**src/rtl/etx_gearbox.sv**
```systemverilog
// ---------------------------------------------------------------------------
// etx_gearbox
//
// Transmit gearbox for the eLink TX path. Wide words (PW bits, plus one frame
// bit per NW-bit slice) are accepted over a valid/ready handshake and emitted
// as a gapless stream of NW-bit slices, one per clock, each with its frame
// bit. All outputs toward the pads are registered so they can feed DDR output
// flops directly. The block also conditions the raw pushback input from the
// pad buffer: a two-flop synchronizer, optional polarity inversion and a
// minimum-width stretch. Optionally, the stretched wait blocks acceptance of
// the next word.
//
// Parameters
//   PW       input word width, an integer multiple of NW
//   NW       output slice width
//   R        slices per word (PW/NW), at least 2
//   WAITHOLD minimum wait_out pulse width in cycles, at least 1
//   INVERT   1 = board pins are inverted: out_data, out_frame and wait_in are
//            XORed with 1
//   STALL    1 = in_ready is held low while wait_out is high
//
// Ports
//   clk        in   1   fast transmit clock
//   nreset     in   1   synchronous, active-low reset
//   in_valid   in   1   in_data / in_frame valid
//   in_data    in   PW  word; slice i = in_data[i*NW +: NW]
//   in_frame   in   R   in_frame[i] accompanies slice i
//   in_ready   out  1   word accepted when in_valid & in_ready at rising clk
//   out_data   out  NW  registered slice (polarity applied)
//   out_frame  out  1   registered frame bit (polarity applied)
//   out_busy   out  1   registered; high while out_data carries a slice
//   wait_in    in   1   raw asynchronous pushback
//   wait_out   out  1   synchronized, stretched pushback
// ---------------------------------------------------------------------------
module etx_gearbox #(
    parameter int PW       = 64,
    parameter int NW       = 16,
    parameter int R        = PW / NW,
    parameter int WAITHOLD = 2,
    parameter int INVERT   = 0,
    parameter int STALL    = 0
) (
    input  logic          clk,
    input  logic          nreset,
    input  logic          in_valid,
    input  logic [PW-1:0] in_data,
    input  logic [R-1:0]  in_frame,
    output logic          in_ready,
    output logic [NW-1:0] out_data,
    output logic          out_frame,
    output logic          out_busy,
    input  logic          wait_in,
    output logic          wait_out
);

    // Counter width; kept at least one bit so degenerate parameter sets
    // still elaborate.
    localparam int              CW        = (R > 1) ? $clog2(R) : 1;
    localparam logic            INV       = (INVERT != 0);
    localparam logic            STL       = (STALL != 0);
    localparam logic [NW-1:0]   IDLE_DATA = {NW{INV}};
    localparam logic [CW-1:0]   LAST_CNT  = CW'(R - 1);

    // -----------------------------------------------------------------------
    // Serializer state
    // -----------------------------------------------------------------------
    logic            r_busy;
    logic [CW-1:0]   r_cnt;
    logic [PW-1:0]   r_data;
    logic [R-1:0]    r_frame;
    logic [NW-1:0]   r_out_data;
    logic            r_out_frame;

    logic            w_busy_next;
    logic [CW-1:0]   w_cnt_next;
    logic [PW-1:0]   w_data_next;
    logic [R-1:0]    w_frame_next;
    logic [NW-1:0]   w_out_data_next;
    logic            w_out_frame_next;

    logic            w_last;
    logic            w_accept;
    logic [CW-1:0]   w_cnt_inc;
    logic [NW-1:0]   w_slice [R];

    // -----------------------------------------------------------------------
    // Wait conditioning state
    // -----------------------------------------------------------------------
    logic                r_s1;
    logic                r_s2;
    logic [WAITHOLD-1:0] r_hist;

    // Break the held word into addressable slices.
    genvar gi;
    generate
        for (gi = 0; gi < R; gi++) begin : g_slice
            assign w_slice[gi] = r_data[gi*NW +: NW];
        end
    endgenerate

    // The final slice of a word is on the output while cnt sits at R-1.
    assign w_last    = r_busy && (r_cnt == LAST_CNT);
    assign w_cnt_inc = r_cnt + CW'(1);

    // Accepting on the final-slice cycle lets the next word's slice 0 follow
    // without a bubble. The stall gate only affects this handshake; a word
    // already in flight always runs to completion.
    assign in_ready  = (~r_busy | w_last) & ~(STL & wait_out);
    assign w_accept  = in_valid & in_ready;

    // -----------------------------------------------------------------------
    // State register
    // -----------------------------------------------------------------------
    always_ff @(posedge clk) begin
        if (!nreset) begin
            r_busy      <= 1'b0;
            r_cnt       <= '0;
            r_data      <= '0;
            r_frame     <= '0;
            r_out_data  <= IDLE_DATA;
            r_out_frame <= INV;
        end else begin
            r_busy      <= w_busy_next;
            r_cnt       <= w_cnt_next;
            r_data      <= w_data_next;
            r_frame     <= w_frame_next;
            r_out_data  <= w_out_data_next;
            r_out_frame <= w_out_frame_next;
        end
    end

    // -----------------------------------------------------------------------
    // Next-state logic
    // -----------------------------------------------------------------------
    always_comb begin
        w_busy_next  = r_busy;
        w_cnt_next   = r_cnt;
        w_data_next  = r_data;
        w_frame_next = r_frame;

        if (w_accept) begin
            w_busy_next  = 1'b1;
            w_cnt_next   = '0;
            w_data_next  = in_data;
            w_frame_next = in_frame;
        end else if (r_busy) begin
            if (w_last) begin
                // Word finished and nothing new offered: drop to idle.
                w_busy_next = 1'b0;
                w_cnt_next  = '0;
            end else begin
                w_cnt_next  = w_cnt_inc;
            end
        end
    end

    // -----------------------------------------------------------------------
    // Output logic (values loaded into the output registers)
    // -----------------------------------------------------------------------
    always_comb begin
        w_out_data_next  = IDLE_DATA;
        w_out_frame_next = INV;

        if (w_accept) begin
            // Slice 0 comes straight from the input so it appears on the
            // same edge that captures the word.
            w_out_data_next  = in_data[NW-1:0] ^ IDLE_DATA;
            w_out_frame_next = in_frame[0] ^ INV;
        end else if (r_busy && !w_last) begin
            w_out_data_next  = w_slice[w_cnt_inc] ^ IDLE_DATA;
            w_out_frame_next = r_frame[w_cnt_inc] ^ INV;
        end
    end

    assign out_data  = r_out_data;
    assign out_frame = r_out_frame;
    // r_busy is itself a register and is high exactly while a slice is out.
    assign out_busy  = r_busy;

    // -----------------------------------------------------------------------
    // Wait path: two-flop synchronizer, polarity fix, then a history shift
    // register whose OR stretches every pulse by WAITHOLD-1 cycles.
    // -----------------------------------------------------------------------
    always_ff @(posedge clk) begin
        if (!nreset) begin
            r_s1 <= 1'b0;
            r_s2 <= 1'b0;
        end else begin
            r_s1 <= wait_in;
            r_s2 <= r_s1;
        end
    end

    generate
        if (WAITHOLD == 1) begin : g_hist_single
            always_ff @(posedge clk) begin
                if (!nreset) begin
                    r_hist <= '0;
                end else begin
                    r_hist <= r_s2 ^ INV;
                end
            end
        end else begin : g_hist_shift
            always_ff @(posedge clk) begin
                if (!nreset) begin
                    r_hist <= '0;
                end else begin
                    r_hist <= {r_hist[WAITHOLD-2:0], r_s2 ^ INV};
                end
            end
        end
    endgenerate

    assign wait_out = |r_hist;

endmodule

```
**config.mk**
```make
export PLATFORM = sky130hd
export DESIGN_NAME = etx_gearbox
export DESIGN_NICKNAME = d
export VERILOG_FILES = /design/src/rtl/etx_gearbox.sv
export SDC_FILE = /design/constraint.sdc
export NUM_CORES = 1
export LEC_CHECK = 0
export ABC_CLOCK_PERIOD_IN_PS = 1550
export CORE_ASPECT_RATIO = 1.1
export CORE_UTILIZATION = 25
export CTS_CLUSTER_DIAMETER = 200
export DETAILED_ROUTE_END_ITERATION = 10
export HOLD_SLACK_MARGIN = 0.1
export PLACE_DENSITY = 0.5
export SLEW_MARGIN = 20
export SYNTH_ARGS = -nofsm -noshare
export SYNTH_HDL_FRONTEND = slang
export SYNTH_SLANG_ARGS = --single-unit
```
**constraint.sdc**
```tcl
create_clock -name clk -period 1.55 [get_ports clk]
set_clock_uncertainty 0.05 [all_clocks]
set_input_delay 0.2325 -clock clk [delete_from_list [all_inputs] [get_ports clk]]
set_output_delay 0.2325 -clock clk [all_outputs]
set_load 0.03 [all_outputs]
```
Word level (Yosys, flattened, before mapping)
Index checks and enable logic that the tools add are counted.

operators by class
  mux-type cells = 13
  $lt $le $gt $ge = 2
  bitwise gates (word level) = 5
  reduce and logical (&&, ||, !) cells = 5
  add/sub/neg operators = 1
  eq/ne operators = 1

operators by type and width
  cell                                                                  number
  16-bit 2-to-1 mux                                                     4
  16-bit binary-select mux with 2-bit select                            1
  1-bit 2-to-1 mux                                                      6
  2-bit OR reduction                                                    2
  3-bit >= comparator, second input constant                            1
  2-bit by 3-bit < comparator with 1-bit output, second input constant  1
  2-bit inverter with 3-bit output                                      1
  2-bit by 1-bit adder with 2-bit output, second input constant         1
  1-bit binary-select mux with 2-bit select                             1
  2-bit == test, second input constant                                  1
  1-bit logical AND                                                     2
  2-bit 2-to-1 mux                                                      1
  1-bit inverter                                                        2
  1-bit bitwise AND                                                     1
  1-bit logical NOT                                                     1
  1-bit OR                                                              1

word-level totals
  bits of input ports = 72
  logic and storage cells = 36
  bits in registers = 92
  output and inout port bits = 20

Depth between registers and ports, before layout
Gate-level depths: netlist of run 1.

  depth in word-level cells = 7
  depth in mapped cells = 7
  gate-level depth less buffers = 5

Worst setup path before layout of run 1
Ideal clock, no wire load.

  path type = flip-flop to flip-flop
  from = reg r_busy (netlist: out_busy)
  to = reg r_data[27]
  required time = 1.368 ns
  period minus slack after synthesis = 1.489 ns
  arrival time = 1.307 ns
  stages on the path, launching flop included = 7
  path slack = 0.061 ns
  path through = dfxtp_1 > nor2b_4 > buf_6 > inv_2 > buf_6 > nand3_1 > a21oi_1

between the ends
  cells in the longest elaborated chain, start to end = 3

ends and longest elaborated chain
  element                                              RTL line  RTL
  start, declared                                      67        logic r_busy;
  start signal, assigned                               123       r_busy <= w_busy_next;
  1-bit logical AND or 1-bit inverter (tied branches)  102, 108
  1-bit OR (*)                                         108       assign in_ready = (~r_busy | w_last) & ~(STL & wait_out);
  net in_ready                                         48        output logic in_ready,
  1-bit bitwise AND (*)                                109       assign w_accept = in_valid & in_ready;
  end signal, assigned                                 125       r_data <= w_data_next;
  end, declared                                        69        logic [PW-1:0] r_data;

The timed path passes the listed nets; every way through them passes the cells marked *.
A chain may end at the register's enable or synchronous reset.

Worst setup path in the final report of run 1
  from = reg r_cnt[0]
  to = out in_ready

between the ends
  cells in the longest elaborated chain, start to end = 3

ends and longest elaborated chain
  element                 RTL line  RTL
  start, declared         68        logic [CW-1:0] r_cnt;
  start signal, assigned  124       r_cnt <= w_cnt_next;
  2-bit == test           102       assign w_last = r_busy && (r_cnt == LAST_CNT);
  1-bit logical AND       102
  1-bit OR                108
  end, declared           48

No other way between the ends.

==> results of run 1 <==
-- state kept, by name, indices dropped and copies added, names as in the netlist --
register and flops:
r_s1 1, out_data 16, out_frame 1, r_frame 4, r_s2 1, r_hist 2
out_busy 1, r_cnt 2, r_data 64
-- area by class of cell --
type	instances	area (um^2)
Timing Repair Buffer	116	1192
Clock buffer	11	242.7
Tap cell	196	245.2
Multi-Input combinational cell	291	1788
Sequential cell	92	1843
Clock inverter	4	97.59
Inverter	3	13.76
Fill cell	1582	9749
-- kinds of logic after synthesis --
family | count (synthesis) | synth area share, %
AOI/OAI and AO/OA | 172 | 23.98
adders and majority gates | 1 | 0.3206
buffers and inverters | 48 | 7.952
DFF | 92 | 47.19
muxes | 34 | 8.721
and+or+nand+nor | 84 | 11.83
-- power groups by stage --
stage	sequential, uW	clock, uW	combinational (uW)
final	2550	2490	890
after global routing	2560	2640	968
after CTS	2550	2550	847
after detailed placement	2610	0	862
after global placement	2600	0	854
after floorplan	2640	0	451
-- timing repair --
item / CTS / global route
cloned: 0 / 2
endpoints found under the setup margin: 80 / 69
buffers inserted: 0 / 1
gates resized for setup: 23 / 17
-- final timing paths --
kind	depth (start not counted)	slack, ps	endpoint
worst min-delay path	4	360	r_data[19]$_SDFFE_PN0P_
worst max-delay path	4	40	in_ready
worst max register to register	6	50	out_data[14]$_SDFF_PN0_
worst min register to register	1	380	r_s2$_SDFF_PN0_
-- routing by layer --
| metal | vias to the layer above | routed length (um) | global-route usage, % |
|---|---|---|---|
| li1 | 1723 | - | - |
| met5 | - | 0 | 0 |
| met1 | 1634 | 5708 | 20.68 |
| met3 | 9 | 670 | 3.922 |
| met2 | 88 | 4874 | 19.97 |
| met4 | 0 | 138 | 4.595 |
-- critical path, delay by kind of cell, from the launching register on --
kind	cells	cell delay, ps
flip-flops	1	330
adder cells (fa/ha/maj)	1	200
buffers and inverters	2	190
AND/OR/NAND/NOR	1	160
-- through the flow --
step	instance area [um^2]	cells	TNS (ps)
2_1_floorplan	3902	431	0
3_3_place_gp	4986	695	-6101
3_5_place_dp	4986	695	-7151
4_1_cts	5305	710	-2201
5_1_grt	5423	713	-83.21
6_report	5423	713	0
-- layout by cell type, fill, tap and decap left out, types with 2 or more instances in the layout --
cell | Yosys | routed
nor2_1 | 5 | 5
bufinv_16 | 0 | 3
o21ai_0 | 57 | 57
o22ai_2 | 0 | 3
dlygate4sd2_1 | 0 | 18
nand3_1 | 68 | 68
clkdlybuf4s50_1 | 0 | 70
dfxtp_1 | 92 | 91
buf_4 | 3 | 15
o21ai_1 | 10 | 10
and2_1 | 4 | 4
o22ai_1 | 16 | 13
mux2i_1 | 34 | 34
a21o_1 | 16 | 16
a21oi_1 | 69 | 69
buf_6 | 9 | 3
a21oi_2 | 2 | 2
nor3b_1 | 2 | 2
buf_12 | 2 | 5
inv_2 | 2 | 2
clkbuf_16 | 0 | 11
==> summary.txt, run 1 <==
Fraction of the yosys area taken by sequential cells -> 47.19%
CTS tree -> done
Clk_lat worst skew -> 330 ps
Initial Util -> 25.72%
DP HPWL -> 7.549 mm
RSZ-0062 raised after global routing -> true
IO buf count -> 91
FF-to-FF Start -> r_cnt[0]$_SDFFE_PP0P_
Switching share of power -> 23.53%
Critical Path Sink Type -> output pin
Vias per inst -> 4.844
Vias in the first global route -> 3,266
Arr. time, crit path -> 1230 ps
Synth area leader -> dfxtp_1
Crit path cell chain -> ha_2, nor2b_4, inv_2, buf_6
Final core occ -> 35.74%
Dpl ws -> -135.5 ps
Worst hold margin -> 363.4 ps
Number of library cell types mapped by synthesis -> 29
Die Span X -> 121.1 um
Critical-path maximum fanout -> 3
Asr flop ratio synth -> 0%
Drt drc -> 0
Gr ovfl total -> 0
Clock transition at the registers of the reported paths -> 60 ps
Fin crit share -> 97.50%
Post-Route WL -> 11.39 mm
Hold/Removal Path Class -> in2reg
# IOs -> 92
Initial drt markers -> 192
Slowest CP cell -> dfxtp_2
Final setup violation count -> 0
Final min period -> 1511 ps
Placement Rows -> 47
Syn nets -> 504
# H-tree levels -> 3
Final slew viol count -> 0
Synth top area cells -> dfxtp_1, a21oi_1, mux2i_1, nand3_1, o21ai_0
Critical path startpoint -> r_cnt[0]$_SDFFE_PP0P_
Crit path launch type -> register
Warnings from Yosys -> 0
Highest Clock Rate -> 661.7 MHz
Largest net degree at the start of global routing -> 52
Internal power -> 4537 uW
Hold Startpoint -> in_valid
Critical Path RT -> 1270 ps
Max Cap Viol -> 0
Power, Total -> 5934 uW
ANT nets after route -> 0
Synth Area per Inst -> 9.055 um^2
Top cells by count, synth -> dfxtp_1, a21oi_1, nand3_1, o21ai_0, mux2i_1
Worst Slack Setup Final -> 38.76 ps
GRT Total Usage -> 14.21%
Slew margin rel. -> 64.52%
Synth Register Bits -> 92
Pleak -> 0.002076 uW
Post-synth EDFFs -> 0
Most common cell in the netlist -> dfxtp_1
Slowest stage delay, CP -> 330 ps
Via count -> 3,454
Sequential share of power -> 43.0%
CORE AREA -> 15,170 um^2
Top-area cell type share of the netlist area -> 47.19%
Worst-Margin Slew -> 532.2 ps
Die Y-Extent -> 133.0 um
Hold buffers post-CTS -> 0
PwrDens -> 1094 nW/um^2
Final Hold Viols -> 0
Placer Congestion -> 0.7287
Post-synth top flop -> dfxtp_1
Clk pwr share -> 42.0%
Share of layout cells above drive strength 1 -> 11.22%
Drt pass-1 iters -> 4
Die footprint -> 16,110 um^2
Crit Path Class -> reg2out
Clk sink count -> 92
Root Driver -> clkbuf_16
Switching power -> 1396 uW
CTS buffer count -> 9
Cell count after synthesis -> 431
Clock Path Buffers -> 2
Layout area overhead -> 38.95%
Antenna diodes -> 0
Initial antenna violation count -> 1
Worst vdd ir -> 518.4 uV
Status -> completed
Mapped Area -> 3902 um^2
First-pass GRT wire length -> 17.67 mm
Combinational share of power -> 15.0%
Wire per inst -> 15.98 um
Layout Nets -> 586
No activity file was read; power rests on OpenSTA's default activity.
==> run 2, diff against run 1 <==
--- a/config.mk
+++ b/config.mk
@@ -5,7 +5,6 @@
 export SDC_FILE = /design/constraint.sdc
 export NUM_CORES = 1
 export LEC_CHECK = 0
-export ABC_CLOCK_PERIOD_IN_PS = 1550
 export CORE_ASPECT_RATIO = 1.1
 export CORE_UTILIZATION = 25
 export CTS_CLUSTER_DIAMETER = 200
==> results of run 2 <==
The final DEF is identical to that of run 1; final timing and power are the same.
